<file path="config.mk">
export PLATFORM = sky130hd
export DESIGN_NAME = wb_stage_flat
export DESIGN_NICKNAME = d
export VERILOG_FILES = /design/src/rtl/wb_stage_if.sv /design/src/rtl/wb_stage.sv /design/src/flat_wrapper.sv
export SDC_FILE = /design/constraint.sdc
export NUM_CORES = 1
export LEC_CHECK = 0
export BUFFER_PORTS_ARGS = -buffer_cell sky130_fd_sc_hd__buf_2
export CAP_MARGIN = 20
export CORE_MARGIN = 1
export CORE_UTILIZATION = 45
export CTS_BUF_LIST = sky130_fd_sc_hd__clkbuf_4
export CTS_CLUSTER_DIAMETER = 120
export CTS_CLUSTER_SIZE = 28
export DETAILED_ROUTE_END_ITERATION = 10
export PLACE_DENSITY_LB_ADDON = 0.08
export SYNTH_ARGS = -nofsm -noshare
export SYNTH_HDL_FRONTEND = slang
export SYNTH_SLANG_ARGS = --single-unit
export TNS_END_PERCENT = 5
</file>
<file path="constraint.sdc">
create_clock -name clk -period 1.6 [get_ports clk]
set_input_delay 0.08 -clock clk [delete_from_list [all_inputs] [get_ports clk]]
set_output_delay 0.08 -clock clk [all_outputs]
set_load 0.01 [all_outputs]
</file>
<file path="src/rtl/wb_stage_if.sv">
// Bundle of the MEM-side, data-memory response and register-file write
// signals of the writeback stage. The slave view belongs to wb_stage.
interface wb_stage_if;
    // MEM stage instruction presentation
    logic        M_valid;
    logic        M_wb_ena;
    logic [4:0]  M_wb_addr;
    logic [31:0] M_alu_result;
    logic        M_load;
    logic [2:0]  M_load_type;
    logic [1:0]  M_byte_off;
    // Data memory read response
    logic        D_rvalid;
    logic [31:0] D_rdata;
    // Writeback stage outputs
    logic        W_stall;
    logic        W_w_ena;
    logic [4:0]  W_w_addr;
    logic [31:0] W_w_data;
    logic        W_err;

    modport slave (
        input  M_valid,
        input  M_wb_ena,
        input  M_wb_addr,
        input  M_alu_result,
        input  M_load,
        input  M_load_type,
        input  M_byte_off,
        input  D_rvalid,
        input  D_rdata,
        output W_stall,
        output W_w_ena,
        output W_w_addr,
        output W_w_data,
        output W_err
    );

    modport master (
        output M_valid,
        output M_wb_ena,
        output M_wb_addr,
        output M_alu_result,
        output M_load,
        output M_load_type,
        output M_byte_off,
        output D_rvalid,
        output D_rdata,
        input  W_stall,
        input  W_w_ena,
        input  W_w_addr,
        input  W_w_data,
        input  W_err
    );
endinterface

</file>
<file path="src/rtl/wb_stage.sv">
// MEM/WB pipeline stage of the MIPS core. Retires ALU results one cycle after
// acceptance; for loads it parks in WAIT until the data memory responds, then
// lane-selects and extends the word before writing the register file.
// Stray responses, misaligned loads and response timeouts set a sticky error.
// TIMEOUT must be >= 1 and must fit in CNT_W bits (2**CNT_W > TIMEOUT).
module wb_stage #(
    parameter int TIMEOUT = 16,
    parameter int CNT_W   = 5
) (
    input  logic       clk,
    input  logic       rst,
    wb_stage_if.slave  bus
);

    typedef enum logic [0:0] {
        ST_IDLE = 1'b0,
        ST_WAIT = 1'b1
    } state_t;

    localparam logic [2:0] LT_LB  = 3'b000;
    localparam logic [2:0] LT_LH  = 3'b001;
    localparam logic [2:0] LT_LBU = 3'b100;
    localparam logic [2:0] LT_LHU = 3'b101;

    localparam logic [CNT_W-1:0] CNT_LAST = CNT_W'(TIMEOUT - 1);

    // Select the addressed lane of the response word and extend it.
    // Unassigned load-type codes behave as a full-word load.
    function automatic logic [31:0] f_extract(
        input logic [31:0] rdata,
        input logic [2:0]  ltype,
        input logic [1:0]  off
    );
        logic [7:0]  v_byte;
        logic [15:0] v_half;
        logic [31:0] v_res;
        v_byte = rdata[8*off +: 8];
        v_half = rdata[16*off[1] +: 16];
        case (ltype)
            LT_LB:   v_res = {{24{v_byte[7]}}, v_byte};
            LT_LBU:  v_res = {24'h00_0000, v_byte};
            LT_LH:   v_res = {{16{v_half[15]}}, v_half};
            LT_LHU:  v_res = {16'h0000, v_half};
            default: v_res = rdata;
        endcase
        return v_res;
    endfunction

    // Halfwords need an even offset, words a zero offset; bytes never fault.
    function automatic logic f_misaligned(
        input logic [2:0] ltype,
        input logic [1:0] off
    );
        logic v_bad;
        case (ltype)
            LT_LB, LT_LBU: v_bad = 1'b0;
            LT_LH, LT_LHU: v_bad = off[0];
            default:       v_bad = (off != 2'b00);
        endcase
        return v_bad;
    endfunction

    // Registered state
    state_t            r_state;
    logic [CNT_W-1:0]  r_cnt;
    logic              r_ld_wb_ena;
    logic [4:0]        r_ld_addr;
    logic [2:0]        r_ld_type;
    logic [1:0]        r_ld_off;
    logic              r_w_ena;
    logic [4:0]        r_w_addr;
    logic [31:0]       r_w_data;
    logic              r_err;

    // Next-state values
    state_t            w_state_nxt;
    logic [CNT_W-1:0]  w_cnt_nxt;
    logic              w_ld_wb_ena_nxt;
    logic [4:0]        w_ld_addr_nxt;
    logic [2:0]        w_ld_type_nxt;
    logic [1:0]        w_ld_off_nxt;
    logic              w_w_ena_nxt;
    logic [4:0]        w_w_addr_nxt;
    logic [31:0]       w_w_data_nxt;
    logic              w_err_nxt;

    // Decoded helpers
    logic              w_stall;
    logic              w_accept;
    logic [31:0]       w_ld_data;
    logic              w_ld_misalign;
    logic              w_ld_writes;
    logic              w_alu_writes;

    // Stall depends on registered state only, so no combinational path
    // runs from M_* or D_* back to the upstream stage.
    assign w_stall       = (r_state == ST_WAIT);
    assign w_accept      = bus.M_valid && !w_stall;
    assign w_ld_data     = f_extract(bus.D_rdata, r_ld_type, r_ld_off);
    assign w_ld_misalign = f_misaligned(r_ld_type, r_ld_off);
    assign w_ld_writes   = r_ld_wb_ena && (r_ld_addr != 5'd0);
    assign w_alu_writes  = bus.M_wb_ena && (bus.M_wb_addr != 5'd0);

    // Next-state and writeback decode for the IDLE/WAIT controller.
    always_comb begin
        w_state_nxt     = r_state;
        w_cnt_nxt       = r_cnt;
        w_ld_wb_ena_nxt = r_ld_wb_ena;
        w_ld_addr_nxt   = r_ld_addr;
        w_ld_type_nxt   = r_ld_type;
        w_ld_off_nxt    = r_ld_off;
        w_w_ena_nxt     = 1'b0;
        w_w_addr_nxt    = r_w_addr;
        w_w_data_nxt    = r_w_data;
        w_err_nxt       = r_err;

        case (r_state)
            ST_IDLE: begin
                // A response with nothing outstanding is a protocol fault;
                // it is dropped but does not block a same-cycle accept.
                if (bus.D_rvalid) begin
                    w_err_nxt = 1'b1;
                end else begin
                    w_err_nxt = r_err;
                end

                if (w_accept) begin
                    if (bus.M_load) begin
                        w_state_nxt     = ST_WAIT;
                        w_cnt_nxt       = {CNT_W{1'b0}};
                        w_ld_wb_ena_nxt = bus.M_wb_ena;
                        w_ld_addr_nxt   = bus.M_wb_addr;
                        w_ld_type_nxt   = bus.M_load_type;
                        w_ld_off_nxt    = bus.M_byte_off;
                    end else if (w_alu_writes) begin
                        w_w_ena_nxt  = 1'b1;
                        w_w_addr_nxt = bus.M_wb_addr;
                        w_w_data_nxt = bus.M_alu_result;
                    end else begin
                        // Writes to $0 or non-writing instructions retire
                        // silently; address/data keep their last values.
                        w_w_ena_nxt = 1'b0;
                    end
                end else begin
                    w_state_nxt = ST_IDLE;
                end
            end

            ST_WAIT: begin
                if (bus.D_rvalid) begin
                    w_state_nxt = ST_IDLE;
                    w_cnt_nxt   = {CNT_W{1'b0}};
                    if (w_ld_misalign) begin
                        // Response consumed, result discarded.
                        w_err_nxt = 1'b1;
                    end else if (w_ld_writes) begin
                        w_w_ena_nxt  = 1'b1;
                        w_w_addr_nxt = r_ld_addr;
                        w_w_data_nxt = w_ld_data;
                    end else begin
                        w_w_ena_nxt = 1'b0;
                    end
                end else if (r_cnt == CNT_LAST) begin
                    // Memory never answered: abandon the load.
                    w_state_nxt = ST_IDLE;
                    w_cnt_nxt   = {CNT_W{1'b0}};
                    w_err_nxt   = 1'b1;
                end else begin
                    w_cnt_nxt = r_cnt + {{(CNT_W-1){1'b0}}, 1'b1};
                end
            end

            default: begin
                // Unreachable encoding: recover to IDLE and flag it.
                w_state_nxt = ST_IDLE;
                w_cnt_nxt   = {CNT_W{1'b0}};
                w_err_nxt   = 1'b1;
            end
        endcase
    end

    // State, latched load context and registered writeback outputs.
    always_ff @(posedge clk) begin
        if (rst) begin
            r_state     <= ST_IDLE;
            r_cnt       <= {CNT_W{1'b0}};
            r_ld_wb_ena <= 1'b0;
            r_ld_addr   <= 5'd0;
            r_ld_type   <= 3'b000;
            r_ld_off    <= 2'b00;
            r_w_ena     <= 1'b0;
            r_w_addr    <= 5'd0;
            r_w_data    <= 32'h0000_0000;
            r_err       <= 1'b0;
        end else begin
            r_state     <= w_state_nxt;
            r_cnt       <= w_cnt_nxt;
            r_ld_wb_ena <= w_ld_wb_ena_nxt;
            r_ld_addr   <= w_ld_addr_nxt;
            r_ld_type   <= w_ld_type_nxt;
            r_ld_off    <= w_ld_off_nxt;
            r_w_ena     <= w_w_ena_nxt;
            r_w_addr    <= w_w_addr_nxt;
            r_w_data    <= w_w_data_nxt;
            r_err       <= w_err_nxt;
        end
    end

    assign bus.W_stall  = w_stall;
    assign bus.W_w_ena  = r_w_ena;
    assign bus.W_w_addr = r_w_addr;
    assign bus.W_w_data = r_w_data;
    assign bus.W_err    = r_err;

endmodule

</file>
<file path="src/flat_wrapper.sv">
// flat-port wrapper written by rule: the top's interface ports become plain ports
module wb_stage_flat 
#(
    parameter int TIMEOUT = 16,
    parameter int CNT_W   = 5
)
  (clk, rst, bus_M_valid, bus_M_wb_ena, bus_M_wb_addr, bus_M_alu_result, bus_M_load, bus_M_load_type, bus_M_byte_off, bus_D_rvalid, bus_D_rdata, bus_W_stall, bus_W_w_ena, bus_W_w_addr, bus_W_w_data, bus_W_err);
  wb_stage_if bus_i ();
  input  logic clk;
  input  logic rst;
  input wire logic [$bits(bus_i.M_valid)-1:0] bus_M_valid;
  input wire logic [$bits(bus_i.M_wb_ena)-1:0] bus_M_wb_ena;
  input wire logic [$bits(bus_i.M_wb_addr)-1:0] bus_M_wb_addr;
  input wire logic [$bits(bus_i.M_alu_result)-1:0] bus_M_alu_result;
  input wire logic [$bits(bus_i.M_load)-1:0] bus_M_load;
  input wire logic [$bits(bus_i.M_load_type)-1:0] bus_M_load_type;
  input wire logic [$bits(bus_i.M_byte_off)-1:0] bus_M_byte_off;
  input wire logic [$bits(bus_i.D_rvalid)-1:0] bus_D_rvalid;
  input wire logic [$bits(bus_i.D_rdata)-1:0] bus_D_rdata;
  output wire logic [$bits(bus_i.W_stall)-1:0] bus_W_stall;
  output wire logic [$bits(bus_i.W_w_ena)-1:0] bus_W_w_ena;
  output wire logic [$bits(bus_i.W_w_addr)-1:0] bus_W_w_addr;
  output wire logic [$bits(bus_i.W_w_data)-1:0] bus_W_w_data;
  output wire logic [$bits(bus_i.W_err)-1:0] bus_W_err;
  assign bus_i.M_valid = bus_M_valid;
  assign bus_i.M_wb_ena = bus_M_wb_ena;
  assign bus_i.M_wb_addr = bus_M_wb_addr;
  assign bus_i.M_alu_result = bus_M_alu_result;
  assign bus_i.M_load = bus_M_load;
  assign bus_i.M_load_type = bus_M_load_type;
  assign bus_i.M_byte_off = bus_M_byte_off;
  assign bus_i.D_rvalid = bus_D_rvalid;
  assign bus_i.D_rdata = bus_D_rdata;
  assign bus_W_stall = bus_i.W_stall;
  assign bus_W_w_ena = bus_i.W_w_ena;
  assign bus_W_w_addr = bus_i.W_w_addr;
  assign bus_W_w_data = bus_i.W_w_data;
  assign bus_W_err = bus_i.W_err;
  wb_stage #(.TIMEOUT(TIMEOUT), .CNT_W(CNT_W)) u_core (.clk(clk), .rst(rst), .bus(bus_i));
endmodule
</file>
==> flow_metrics.tcl <==
set metrics [dict create \
    ir_worst_vdd_uv 474 \
    worstMarginPinSlew_ns 0.568 \
    crit_arrival_ns 2.04 \
    critPathKind "flip-flop to flip-flop" \
    wl_per_cell_um 16.4 \
    hold_class "primary input to flip-flop" \
    start_util 0.470 \
    placed_cells 552 \
    root_buffer "clkbuf_4" \
    portBuffers 119 \
    syn_to_final_growth_pct 46.8 \
    htreeDepth 2 \
    seqPwrFrac 0.510 \
    vias_per_cell 5.62 \
    r2r_start "u_core.r_ld_addr[0]$_SDFFE_PP0P_" \
    grt.overflow.total 0 \
    power.internal_mw 2.03 \
    drt_iter0_drc 170 \
    synth_flop_cell "dfxtp_1" \
    synth.distinct_cells 45 \
    antenna-diode-count 0 \
    reg2reg_depth 6 \
    antenna_found_initial 0 \
    hold_end "u_core.r_ld_addr[1]$_SDFFE_PP0P_" \
    synth.cell_area_um2 3020 \
    clkTransAtPathRegs_ns 0.15 \
    dp_hpwl_um 6540 \
    cts_tree "built" \
    synth_top_area_cell "dfxtp_1" \
    row_count 29 \
    power.density_nw_per_um2 666 \
    cts.path.max_buffers 2 \
    grt_pass1_wl_um 14300 \
    grt_use_total 0.255 \
    dp_slack_ns -0.286 \
    seq_area_frac_synth 0.371 \
    dieArea_um2 7040 \
    clock_power_share 0.207 \
    regToRegSetupSlack_ns -0.13 \
    power_frac_comb 0.283 \
    cp_slowest_cell "or4_4" \
    die_h_um 83.9 \
    yosys-top-cells-area "dfxtp_1, mux2i_1, nor2_1" \
    leakage_nw 2.02 \
    crit_chain "or4_4 -> nor2_4 -> o31a_4 -> nor2_4 -> buf_12 -> a211oi_2" \
    syn_nets 430 \
    final_hold_viol_count 0 \
    vias 3233 \
    stdcell_count 575 \
    rsz0062_at_grt "true" \
    slew_viol_final 0 \
    crit_required_ns 1.91 \
    synthArstFlopShare 0 \
    clock_latency_ns 0.38 \
    syn_area_per_cell_um2 8.65 \
    routed.top_layer "met4" \
    drtAntennaViolNets 0 \
    cts_buffers 5 \
    cpPeakStageDelay_ns 0.55 \
    setup.worst_path.end_class "flip-flop" \
    drt-met1-wl_um 4250 \
    dr.pass1.iters 8 \
    globalplace.congestion 0.826 \
    drive_gt1_frac 0.504 \
    setup_viol 37 \
    crit_fanout 16 \
    met2_length_um 4430 \
    whs_path_depth 4 \
    finalCriticalPeriod_ns 1.73 \
    nNetsFinal 579 \
    core-area_um2 6420 \
    reg2reg_to "u_core.bus.W_w_data[30]$_SDFFE_PP0P_" \
    synth_top_area_share 0.371 \
    cp_top_family "simple AND/OR/NAND/NOR gates" \
    total_power_mw 2.95 \
    grt_pass1_vias 2979 \
    fin_ws_ns -0.129 \
    max_cap_viol_count 0 \
    synth.ff_latch_count 56 \
    switching_share 0.311 \
    max_freq_ghz 0.578 \
    clock_skew_ns 0.00606 \
    syn_inst 349 \
    path_buf_inv 1 \
    wl_met3_um 619 \
    grt_max_degree 42 \
    violations "design-rule violations, negative setup slack" \
    wirelength_um 9440 \
    clock-sinks 56 \
    worstHoldStart "bus_M_wb_addr[1]" \
    io_pins 120 \
    final_common_cell "buf_2" \
    die_w_um 83.9 \
    outcome "finished, violations left" \
    synth_edf_count 0 \
    yosys_warnings 0 \
    switching_power_mw 0.919 \
    relSlewSlack 0.621 \
    final_cell_mix "buf_2, dfxtp_1, nor2_1, buf_4, a21oi_1" \
    drc 20 \
    startpoint_type "flip-flop" \
    cp_common_cell "nor2_4" \
    fin_crit_sh 1.08 \
]
-- worst max path at each step --
stage | from | cells past startpoint | to
floorplan | u_core.r_ld_off[1]$_SDFFE_PP0P_ | 7 | u_core.bus.W_w_data[20]$_SDFFE_PP0P_
global placement | u_core.r_ld_off[0]$_SDFFE_PP0P_ | 5 | u_core.bus.W_w_data[13]$_SDFFE_PP0P_
detailed placement | u_core.r_ld_off[0]$_SDFFE_PP0P_ | 5 | u_core.bus.W_w_data[13]$_SDFFE_PP0P_
CTS | u_core.r_ld_addr[0]$_SDFFE_PP0P_ | 7 | u_core.bus.W_w_data[29]$_SDFFE_PP0P_
global route | u_core.r_ld_addr[0]$_SDFFE_PP0P_ | 6 | u_core.bus.W_w_data[30]$_SDFFE_PP0P_
finish | u_core.r_ld_addr[0]$_SDFFE_PP0P_ | 6 | u_core.bus.W_w_data[30]$_SDFFE_PP0P_
-- sequential cells by signal, indices dropped and copies added (netlist names) --
| name | count |
|---|---|
| u_core.bus.W_w_data | 32 |
| u_core.bus.W_w_addr | 5 |
| u_core.r_cnt | 5 |
| u_core.r_ld_addr | 5 |
| u_core.r_ld_type | 3 |
| u_core.r_ld_off | 2 |
| u_core.bus.W_err | 1 |
| u_core.bus.W_stall | 1 |
| u_core.bus.W_w_ena | 1 |
| u_core.r_ld_wb_ena | 1 |
-- worst min-delay path, delay by kind of cell --
family,cells,cell delay (ns)
simple gates,1,0.08
mux,1,0.05
buf+inv,2,0.19
-- routing by layer --
metal	track usage	up-vias
li1	-	1585
met1	0.343	1524
met2	0.407	112
met3	0.0485	12
met4	0.0940	0
met5	0	-
-- stage by stage --
stage	setup TNS, ns	utilization	cell area [um^2]	hold slack [ns]
6_report	-3.42	0.690	4430	0.0385
3_3_place_gp	-4.95	0.600	3850	0.318
3_5_place_dp	-6.11	0.600	3850	0.322
4_1_cts	-2.51	0.641	4120	0.00955
2_1_floorplan	-0.601	-	3020	0.224
5_1_grt	-5.56	0.690	4430	0.0307
-- logic make-up (layout without fill, tap and decap cells) --
family          count (synthesis)  in the layout  share of synthesized area
simple gates                  128            128                      0.201
buf+inv                        33            182                     0.0593
mux                            26             26                     0.0912
compound gates                105            105                      0.272
flops                          56             56                      0.371
fa+ha+maj                       1              1                    0.00415
-- area by class of cell --
| cell class | count | area, um^2 |
|---|---|---|
| flip-flops and latches | 56 | 1130 |
| multi-input cells | 260 | 2030 |
| inverters | 4 | 15.0 |
| repair buffers | 171 | 1100 |
| well taps | 77 | 96.3 |
| fillers | 540 | 1990 |
| clock buffers | 6 | 45.0 |
| clock inverters | 1 | 5.00 |
-- synth_stat cells, types with 2 or more instances --
cell type and number:
nand3_1 10, a22oi_1 2, mux2_2 2, inv_1 3
and3_1 17, buf_2 5, a221oi_1 11, o31ai_1 2
buf_4 3, mux2i_1 23, a211oi_2 10, nand2_1 18
o22ai_1 5, clkbuf_1 16, nand2b_1 5, nor2_1 59
a21oi_1 37, buf_6 5, a22o_1 2, nor2b_1 6
o41ai_1 4, a211oi_1 13, nor3_1 3, dfxtp_1 56
o21ai_0 3, o41ai_2 3, a211o_1 7, or4_1 2
-- timing repair --
item	CTS	global route
setup buffers	2	0
pin swaps	8	11
endpoints found under the setup margin	37	39
cloned	0	3
gates resized for setup	17	58
endpoints found under the hold margin	11	0
hold buffers	11	0
-- power groups by stage --
stage          clock network [mW]  registers [mW]  logic, mW
2_1_floorplan                   0            1.55      0.366
4_1_cts                     0.633            1.50      0.734
3_5_place_dp                    0            1.53      0.682
3_3_place_gp                    0            1.53      0.676
5_1_grt                     0.690            1.52      0.899
6_report                    0.611            1.51      0.836
No activity file was read; power rests on OpenSTA's default activity.
